File: src/rtl/run_stream_serializer.sv
// run_stream_serializer: turns WIDTH-bit words into a one-bit-per-clock stream for the run detector
// Ports:
//   clk        rising-edge clock
//   rst        synchronous active-low reset
//   in_data    word to serialize
//   in_valid   in_data is valid
//   in_ready   a word can be accepted this cycle
//   x          registered serial bit, holds its value between words
//   x_valid    x carries a bit of a word this cycle
//   word_done  pulse while the last bit of a word is on x
//   busy       a word is shifting or pending
module run_stream_serializer #(
    parameter int WIDTH     = 8,
    parameter bit MSB_FIRST = 1
) (
    input  logic             clk,
    input  logic             rst,
    input  logic [WIDTH-1:0] in_data,
    input  logic             in_valid,
    output logic             in_ready,
    output logic             x,
    output logic             x_valid,
    output logic             word_done,
    output logic             busy
);
    localparam int CW = $clog2(WIDTH);
    localparam logic [CW-1:0] LAST = CW'(WIDTH - 1);
    typedef enum logic {IDLE, SHIFT} state_t;
    state_t state;
    logic [WIDTH-1:0] sreg, pbuf;
    logic [CW-1:0] cnt;
    logic pvalid, load, accept, at_last;
    assign at_last   = cnt == LAST;
    assign load      = pvalid && (state == IDLE || at_last);
    assign in_ready  = !pvalid || load;
    assign accept    = in_valid && in_ready;
    assign word_done = x_valid && at_last;
    assign busy      = state == SHIFT || pvalid;
    // sreg shifts toward the outgoing end so the next bit always sits at a fixed index
    always_ff @(posedge clk) begin
        if (!rst) begin
            state   <= IDLE;
            pvalid  <= 1'b0;
            cnt     <= '0;
            x       <= 1'b0;
            x_valid <= 1'b0;
        end else begin
            if (accept) begin
                pbuf   <= in_data;
                pvalid <= 1'b1;
            end else if (load) begin
                pvalid <= 1'b0;
            end
            if (load) begin
                sreg    <= pbuf;
                x       <= MSB_FIRST ? pbuf[WIDTH-1] : pbuf[0];
                cnt     <= '0;
                x_valid <= 1'b1;
                state   <= SHIFT;
            end else if (state == SHIFT) begin
                if (at_last) begin
                    state   <= IDLE;
                    x_valid <= 1'b0;
                end else begin
                    cnt  <= cnt + 1'b1;
                    x    <= MSB_FIRST ? sreg[WIDTH-2] : sreg[1];
                    sreg <= MSB_FIRST ? sreg << 1 : sreg >> 1;
                end
            end
        end
    end
endmodule

File: config.mk
export PLATFORM = sky130hd
export DESIGN_NAME = run_stream_serializer
export DESIGN_NICKNAME = d
export VERILOG_FILES = /design/src/rtl/run_stream_serializer.sv
export SDC_FILE = /design/constraint.sdc
export NUM_CORES = 1
export LEC_CHECK = 0
export ABC_AREA = 1
export CELL_PAD_IN_SITES_DETAIL_PLACEMENT = 0
export CELL_PAD_IN_SITES_GLOBAL_PLACEMENT = 1
export CORE_MARGIN = 8
export CORE_UTILIZATION = 35
export CTS_CLUSTER_DIAMETER = 60
export CTS_CLUSTER_SIZE = 24
export DETAILED_ROUTE_END_ITERATION = 10
export PLACE_DENSITY = 0.74
export SLEW_MARGIN = 10
export SYNTH_ARGS = -nofsm -noshare
export SYNTH_HDL_FRONTEND = slang
export SYNTH_SLANG_ARGS = --single-unit
File: constraint.sdc
create_clock -name clk -period 1.65 [get_ports clk]
set_input_delay 0.33 -clock clk [delete_from_list [all_inputs] [get_ports clk]]
set_output_delay 0.33 -clock clk [all_outputs]
set_load 0.03 [all_outputs]
==> impl_metrics.ini, run 1 <==
[critical_path]
required_ns = 1.32
worstSetupEndpointType = primary output
critPathKind = reg -> out
critPathLaunchType = flip-flop
cp.arrival_ns = 1.30
worstPathMaxFanout = 2

[timing]
fin_skew_ns = 0.000845
finalHoldViolCount = 0
period_needed_ns = 1.63
post-route-period-util_pct = 99.1
setup_slack_ns = 0.0155
rsz0062_at_grt = true
setup_viol = 0
worst_pin_slew_ns = 0.305
timing.hold.ws_ns = 0.507
slew_viol_final = 0
max_freq_mhz = 612
maxSlewHeadroom_pct = 79.7

[synthesis]
synth_seq_cells = 22
synth-seq-area-share_pct = 65.8
synth_cells = 80
syn_nets = 93
syn_avg_cell_area_um2 = 11.2
synth_area_leader_cell = edfxtp_1
netlist.area_leader.share_pct = 50.2
synthTopCellsByArea = edfxtp_1 50%, dfxtp_1 16%, nand2_1 8.8%
ys_warn_count = 0
synthesis.area_um2 = 897
yosysUniqueCellTypes = 18

[clock_tree]
h-tree-depth = 1
clock_latency_ns = 0.30
clkSinkCount = 22
cts_made_buffers = 3
clk_pin_slew_ns = 0.12
cts_max_path_buffers = 2
cts_tree = yes
cts-root-buf = clkbuf_4
hold_buffers = 0

[finish]
nNetsFinal = 121
utilization_pct = 50.3
diodes = 0
syn2layout_area_growth_pct = 37.5
final_cell_area_um2 = 1230
fill_cells = 238
mostFrequentLayoutCell = nand2_1
layout-drive-gt1-share_pct = 32.7
mostFrequentLayoutCells = 20 x nand2_1, 15 x edfxtp_1, 10 x nand3_1, 10 x clkdlybuf4s50_1, 10 x buf_4
post_layout_nonfiller_instances = 137

[detailed_routing]
drtIter0Drc = 11
ant_nets = 0
wirelength_um = 1560
wl_per_cell_um = 11.4
vias_per_cell = 4.41
via_count = 604
drt_first_pass_iters = 4
drc = 0

[run_status]
outcome = complete, no violations

[grt]
grt.overflow.total = 0
grt_pass1_wl_um = 2630
track_usage_pct = 7.57
grt_antenna_before_repair = 0
grt_pass1_vias = 595
grt_max_degree = 14

[die]
die_area_um2 = 4440
start_util_pct = 36.5
die_w_um = 66.6
placement_rows = 18
core_area_um2 = 2450
num_io_pins = 16
die_y_um = 66.6

[placement]
place.port_buffers = 15
dp_hpwl_um = 1210
dp.cells = 132
gp_congestion = 0.774
dp_slack_ns = -0.201
dpl_cell_area_um2 = 1130

[power]
powerDensity_nw_per_um2 = 978
p_leak_nw = 0.512
vdd_drop_max_mv = 0.604

[flow_run]
maxCapViolations = 0

[min_path]
hold_class = reg -> reg
[flip-flops by register name, indices dropped and copies added (netlist names)]
signal / cells
cnt: 3
pbuf: 8
pvalid: 1
sreg: 7
state: 1
x: 1
x_valid: 1
[cell usage after synthesis]
library cell  instances
nand2_1              21
edfxtp_1             15
nand3_1              10
dfxtp_1               7
inv_1                 5
a21oi_1               3
inv_2                 3
a21oi_2               2
ha_1                  2
nand2_2               2
nand2_4               2
nor2_1                2
buf_4                 1
buf_6                 1
nor2_2                1
o21ai_0               1
o21ai_2               1
xor2_1                1
[metrics by stage]
step	power (mW)	setup TNS, ns
3_3_place_gp	0.801	-0.181
2_1_floorplan	0.734	0
4_1_cts	1.22	-0.000423
3_5_place_dp	0.805	-0.201
5_1_grt	1.26	-0.0340
6_report	1.21	0
[cell families (layout without fill, tap and decap cells)]
family	after synthesis	in the layout	share of synthesized area, %
XOR/XNOR	1	1	0.976
adder cells (fa/ha/maj)	2	2	2.79
buffers and inverters	10	37	5.44
AND/OR/NAND/NOR	38	38	19.8
AO/OA/AOI/OAI	7	7	5.16
flip-flops	22	22	65.8
[layer usage]
layer | share of wire [%] | wire length, um | track usage, %
met3 | 2.7 | 42 | 1.01
met4 | 1.7 | 27 | 5.60
met2 | 47 | 732 | 11.6
met5 | 0 | 0 | 0
met1 | 49 | 757 | 9.44
[repair_timing]
action,CTS,global route
pin swaps,2,1
buffers inserted,0,1
resized for setup,20,0
cloned,0,0
endpoints found under the setup margin,4,2
hold endpoints to repair,0,0
[final timing paths]
kind | startpoint | depth (start not counted) | slack, ns | end
setup / recovery | cnt[0] | 6 | 0.02 | word_done
hold reg to reg | cnt[1] | 2 | 0.51 | cnt[1]
hold / removal | cnt[1] | 2 | 0.51 | cnt[1]
setup reg to reg | cnt[0] | 7 | 0.16 | sreg[2]
[layout make-up]
class	instances	area, um^2	area share (%)
timing repair buffer	25	226	18.4
multi-input combinational	48	294	23.8
sequential	22	593	48.1
tap	30	37.5	3.04
inverter	8	30.0	2.43
clock buffer	3	22.5	1.83
clock inverter	1	30.0	2.43
[critical path, cell delays in order (launching register included)]
cell and delay (ns):
dfxtp_2 0.36, ha_4 0.16, ha_4 0.16, buf_6 0.11, nand2_2 0.06, inv_2 0.03, buf_6 0.12
[where the power goes]
group / total (mW) / internal (mW) / switching [mW]
clock: 0.413 / 0.245 / 0.167
combinational: 0.155 / 0.0724 / 0.0825
sequential: 0.639 / 0.626 / 0.0131
total: 1.21 / 0.943 / 0.263
Note: power is estimated with default switching activity, not from simulation.
==> run 2: changes to the inputs <==
==> constraint.sdc (replaced) <==
create_clock -name clk -period 1.65 [get_ports clk]
set_input_delay 0.165 -clock clk [delete_from_list [all_inputs] [get_ports clk]]
set_output_delay 0.165 -clock clk [all_outputs]
set_load 0.03 [all_outputs]
==> run 2 against run 1 <==
Routed wire length fell by 0.38%. Global-route usage rose by 0.52 points. Flip-flop and latch count did not move. Utilization fell by 2.3 points. Combinational power fell by 5%. Clock skew rose by 0.0034 ns. Cell area fell by 4.7%. Cell count fell by 2.2%. Critical path depth rose by 1. Total power fell by 1.0%. Via count did not move. Register-to-register slack got worse by 0.07 ns. Highest routed layer unchanged.
==> impl_metrics.ini, run 2 (synthesis results as in run 1) <==
[finish]
fill_cells = 237
seqCellArea_um2 = 592
layout-drive-gt1-share_pct = 26.0
diodes = 0
top_register = pbuf
mostFrequentLayoutCell = nand2_1
utilization_pct = 47.9
largest_reg_flops = 8
biggestRegsByFlops = pbuf (8), sreg (7), cnt (3)
final_cell_area_um2 = 1180
mostFrequentLayoutCells = 21 x nand2_1, 15 x edfxtp_1, 12 x clkdlybuf4s50_1
syn2layout_area_growth_pct = 31.1
nNetsFinal = 118
post_layout_nonfiller_instances = 134
multiInputGateArea_um2 = 264

[timing]
finalHoldViolCount = 0
maxSlewHeadroom_pct = 79.2
fin_skew_ns = 0.00425
rsz0062_at_grt = false
post-route-period-util_pct = 94.7
timing.hold.ws_ns = 0.400
tns_ns = 0
period_needed_ns = 1.56
setup_viol = 0
setup_slack_ns = 0.0879
slew_viol_final = 0
max_freq_mhz = 640
worst_pin_slew_ns = 0.311

[power]
switchingPower_mw = 0.255
sw_frac_of_total_pct = 21.3
p_leak_nw = 0.494
vdd_drop_max_mv = 0.649
power_frac_clock_pct = 34.2
powerDensity_nw_per_um2 = 1020
p_int_mw = 0.939
seqPwrFrac_pct = 53.5
p_total_mw = 1.19
combPwrFrac_pct = 12.3

[min_path]
worstHoldStart = in_data[0]
min_path_cells = 1
min_to = pbuf[0]
hold_class = in -> reg

[grt]
grt_pass1_vias = 656
grt_antenna_before_repair = 0
grt.met3_usage_pct = 1.01
use_met2_pct = 13.0
grt.overflow.total = 0
track_usage_pct = 8.09
grt_pass1_wl_um = 2730
grt_max_degree = 14
use_met1_pct = 8.86
grt_busiest_layer = met2

[clock_tree]
cts_tree = yes
cts_max_path_buffers = 2
clk_pin_slew_ns = 0.12
cts-root-buf = clkbuf_4
h-tree-depth = 1
clkSinkCount = 22
cts_made_buffers = 3
clock_latency_ns = 0.31

[critical_path]
worstSetupEndpointType = flip-flop
regToRegSetupSlack_ns = 0.09
cp.arrival_ns = 1.60
worstPathMaxFanout = 10
ff2ff_path_depth = 7
path_cells = ha_1 > ha_2 > buf_4 > inv_2 > nand2_4 > a21oi_2 > buf_4
critPathKind = reg -> reg
cpMostUsedCell = buf_4
required_ns = 1.69
r2r-end = sreg[6]
r2r_start = cnt[0]
slowest_delay_ns = 0.34
critPathLaunchType = flip-flop
cpMaxStageDelayCell = dfxtp_2

[placement]
gp_congestion = 0.729
dpl_cell_area_um2 = 1110
dp.cells = 129
dp_hpwl_um = 1240
place.port_buffers = 15
dp_slack_ns = -0.0403

[detailed_routing]
drc = 0
drt_first_pass_iters = 4
wl_per_cell_um = 11.6
vias_per_cell = 4.51
via_count = 604
wirelength_um = 1550
drtIter0Drc = 12
ant_nets = 0

[flow_run]
maxCapViolations = 0

[die]
die_y_um = 66.6
num_io_pins = 16
start_util_pct = 36.5
core_area_um2 = 2450
die_area_um2 = 4440
placement_rows = 18
die_w_um = 66.6

[run_status]
outcome = complete, no violations
run 2: what timing repair did:
item / 4_1_cts / 5_1_grt
pin swaps: 1 / 1
hold endpoints to repair: 0 / 0
cloned: 0 / 0
buffers inserted: 0 / 1
hold buffers: 0 / 0
resized for setup: 6 / 5
setup endpoints to repair: 2 / 9
run 2: critical path, delay by kind of cell (launching register included):
kind,cells,cell delay [ns]
buffers and inverters,3,0.36
adder cells (fa/ha/maj),2,0.37
AND/OR/NAND/NOR,1,0.09
flip-flops,1,0.34
AO/OA/AOI/OAI,1,0.13
run 2: cell type report:
cell class                      instances  share of cell area (%)
Multi-Input combinational cell         48                    22.4
Tap cell                               30                    3.19
Clock buffer                            3                    1.91
Clock inverter                          1                    2.55
Inverter                                8                    2.55
Sequential cell                        22                    50.3
Timing Repair Buffer                   22                    17.0
run 2: layer usage:
| metal | share of wire [%] | routed length [um] |
|---|---|---|
| met5 | 0 | 0 |
| met4 | 3.9 | 61 |
| met3 | 3.0 | 47 |
| met1 | 45 | 706 |
| met2 | 47 | 737 |
run 2: power by group through the flow:
stage	Clock, mW	Combinational, mW	Sequential (mW)
final	0.408	0.147	0.639
after global routing	0.444	0.163	0.642
after CTS	0.418	0.147	0.639
after detailed placement	0	0.148	0.652
after global placement	0	0.145	0.650
after floorplan	0	0.0791	0.655
run 2: worst max path at each step:
| stage | start | to | slack [ns] |
|---|---|---|---|
| 6_report | cnt[0] | sreg[6] | 0.09 |
| 5_1_grt | cnt[0] | word_done | 0.006 |
| 4_1_cts | cnt[0] | in_ready | 0.02 |
| 3_5_place_dp | cnt[0] | in_ready | -0.04 |
| 3_3_place_gp | cnt[0] | in_ready | -0.01 |
| 2_1_floorplan | cnt[0] | sreg[0] | 0.05 |
==> run 3: changes to the inputs <==
--- a/config.mk
+++ b/config.mk
@@ -8,6 +8,7 @@
 export ABC_AREA = 1
 export CELL_PAD_IN_SITES_DETAIL_PLACEMENT = 0
 export CELL_PAD_IN_SITES_GLOBAL_PLACEMENT = 1
+export CORE_ASPECT_RATIO = 1.1
 export CORE_MARGIN = 8
 export CORE_UTILIZATION = 35
 export CTS_CLUSTER_DIAMETER = 60
==> constraint.sdc (replaced) <==
create_clock -name clk -period 1.3 [get_ports clk]
set_input_delay 0.13 -clock clk [delete_from_list [all_inputs] [get_ports clk]]
set_output_delay 0.13 -clock clk [all_outputs]
set_load 0.03 [all_outputs]
==> run 3 against run 2 <==
The run now ends with negative setup slack left. Fmax up 7.0%. Total power increased by 30%. Count of clock-buffer cells in the layout unchanged. Register-to-register slack lost 0.25 ns. Clock power up 26%. Setup slack lost 0.25 ns. Utilization increased by 4.9 points. Sequential share of layout area is 4.6 points lower. Die area about the same. Clock skew about the same. Global-route usage fell by 0.64 points. Critical endpoint is now sreg[1]. Highest routed layer unchanged.
==> impl_metrics.ini, run 3 (synthesis results as in run 1) <==
[finish]
nNetsFinal = 122
diodes = 0
syn2layout_area_growth_pct = 45.5
mostFrequentLayoutCell = nand2_1
top_register = pbuf
largest_reg_flops = 8
post_layout_nonfiller_instances = 139
utilization_pct = 52.8
seqCellArea_um2 = 597
mostFrequentLayoutCells = 19 x nand2_1, 15 x edfxtp_1, 10 x nand3_1, 10 x clkdlybuf4s50_1, 7 x buf_4
biggestRegsByFlops = pbuf (8), sreg (7), cnt (3)
fill_cells = 235
layout-drive-gt1-share_pct = 37.0
multiInputGateArea_um2 = 340

[clock_tree]
clk_pin_slew_ns = 0.12
cts_tree = yes
cts_setup_buffers = 0
cts-root-buf = clkbuf_4
h-tree-depth = 1
cts_max_path_buffers = 2
cts_made_buffers = 3
clock_latency_ns = 0.30
clkSinkCount = 22

[timing]
setup_slack_ns = -0.160
setup_viol = 20
maxSlewHeadroom_pct = 79.5
timing.hold.ws_ns = 0.374
fin_skew_ns = 0.00391
worst_pin_slew_ns = 0.308
post-route-period-util_pct = 112
slew_viol_final = 0
max_freq_mhz = 685
rsz0062_at_grt = true
period_needed_ns = 1.46
finalHoldViolCount = 0

[die]
start_util_pct = 36.3
die_w_um = 64.3
num_io_pins = 16
die_area_um2 = 4440
core_area_um2 = 2470
die_y_um = 69.1
placement_rows = 19

[critical_path]
worstSetupEndpointType = flip-flop
worstPathMaxFanout = 7
regToRegSetupSlack_ns = -0.16
cp.arrival_ns = 1.46
critPathKind = reg -> reg
critPathLaunchType = flip-flop
required_ns = 1.30

[placement]
dp_slack_ns = -0.301
dp.cells = 134
gp_congestion = 0.722
dp_hpwl_um = 1210
place.port_buffers = 15

[power]
p_leak_nw = 0.536
p_total_mw = 1.56
sw_frac_of_total_pct = 22.0
vdd_drop_max_mv = 0.741
combPwrFrac_pct = 14.9
power_frac_clock_pct = 33.0
switchingPower_mw = 0.342
p_int_mw = 1.21
seqPwrFrac_pct = 52.1
powerDensity_nw_per_um2 = 1190

[grt]
grt_pass1_wl_um = 2730
grt_max_degree = 14
grt_pass1_vias = 628
grt_antenna_before_repair = 0
track_usage_pct = 7.45
grt.overflow.total = 0

[detailed_routing]
drt_first_pass_iters = 4
drc = 0
drtIter0Drc = 17
ant_nets = 0
wl_per_cell_um = 11.6
wirelength_um = 1610
via_count = 627
vias_per_cell = 4.51

[run_status]
violations = negative setup slack
outcome = finished, violations left

[flow_run]
maxCapViolations = 0

[min_path]
hold_class = in -> reg
==> run 3: cell count changes in the layout (fill, tap and decap cells not counted), sizes merged <==
cell	previous run	this run
buf	9	13
dlygate4sd2	1	2
nand2	25	26
clkdlybuf4s50	12	10
==> run 3: power groups by stage <==
stage,Sequential [mW],Clock [mW],Combinational [mW]
after floorplan,0.834,0,0.107
after global placement,0.826,0,0.204
after detailed placement,0.827,0,0.206
after CTS,0.813,0.531,0.229
after global routing,0.816,0.545,0.253
final,0.811,0.513,0.231
==> run 3: per-layer routing <==
metal	vias to the layer above	track usage, %	wire length, um
met2	12	12.5	794
li1	328	-	-
met3	4	1.29	66
met1	283	8.52	712
met4	0	4.37	36
met5	-	0	0
==> run 3: cell type report <==
cell class              count  area share (%)
well taps                  31            2.97
repair buffers             25            18.5
clock buffers               3            1.73
flip-flops and latches     22            45.7
clock inverters             1            2.30
multi-input cells          49            26.1
inverters                   8            2.68
==> run 3: worst paths after layout <==
path,start,cells after the start,endpoint
hold reg to reg,cnt[1],2,cnt[1]
setup / recovery,cnt[1],6,sreg[1]
setup reg to reg,cnt[1],6,sreg[1]
hold / removal,in_data[6],1,pbuf[6]
==> run 3: metrics by stage <==
stage	setup TNS, ns	instance area, um^2
2_1_floorplan	-1.88	941
3_3_place_gp	-3.10	1180
3_5_place_dp	-3.81	1180
4_1_cts	-2.40	1290
5_1_grt	-3.96	1310
6_report	-2.27	1310
==> run 3: timing repair <==
item,in CTS,in global routing
gates resized for setup,22,5
gates cloned,1,0
pin swaps,3,0
setup endpoints to repair,32,30
hold buffers,0,0
==> run 3: critical path: stages, from the launching register on <==
cell and delay, ns:
dfxtp_2 0.36, ha_4 0.16, ha_4 0.17, buf_6 0.12, inv_4 0.05, nand2_4 0.06
a21oi_4 0.24
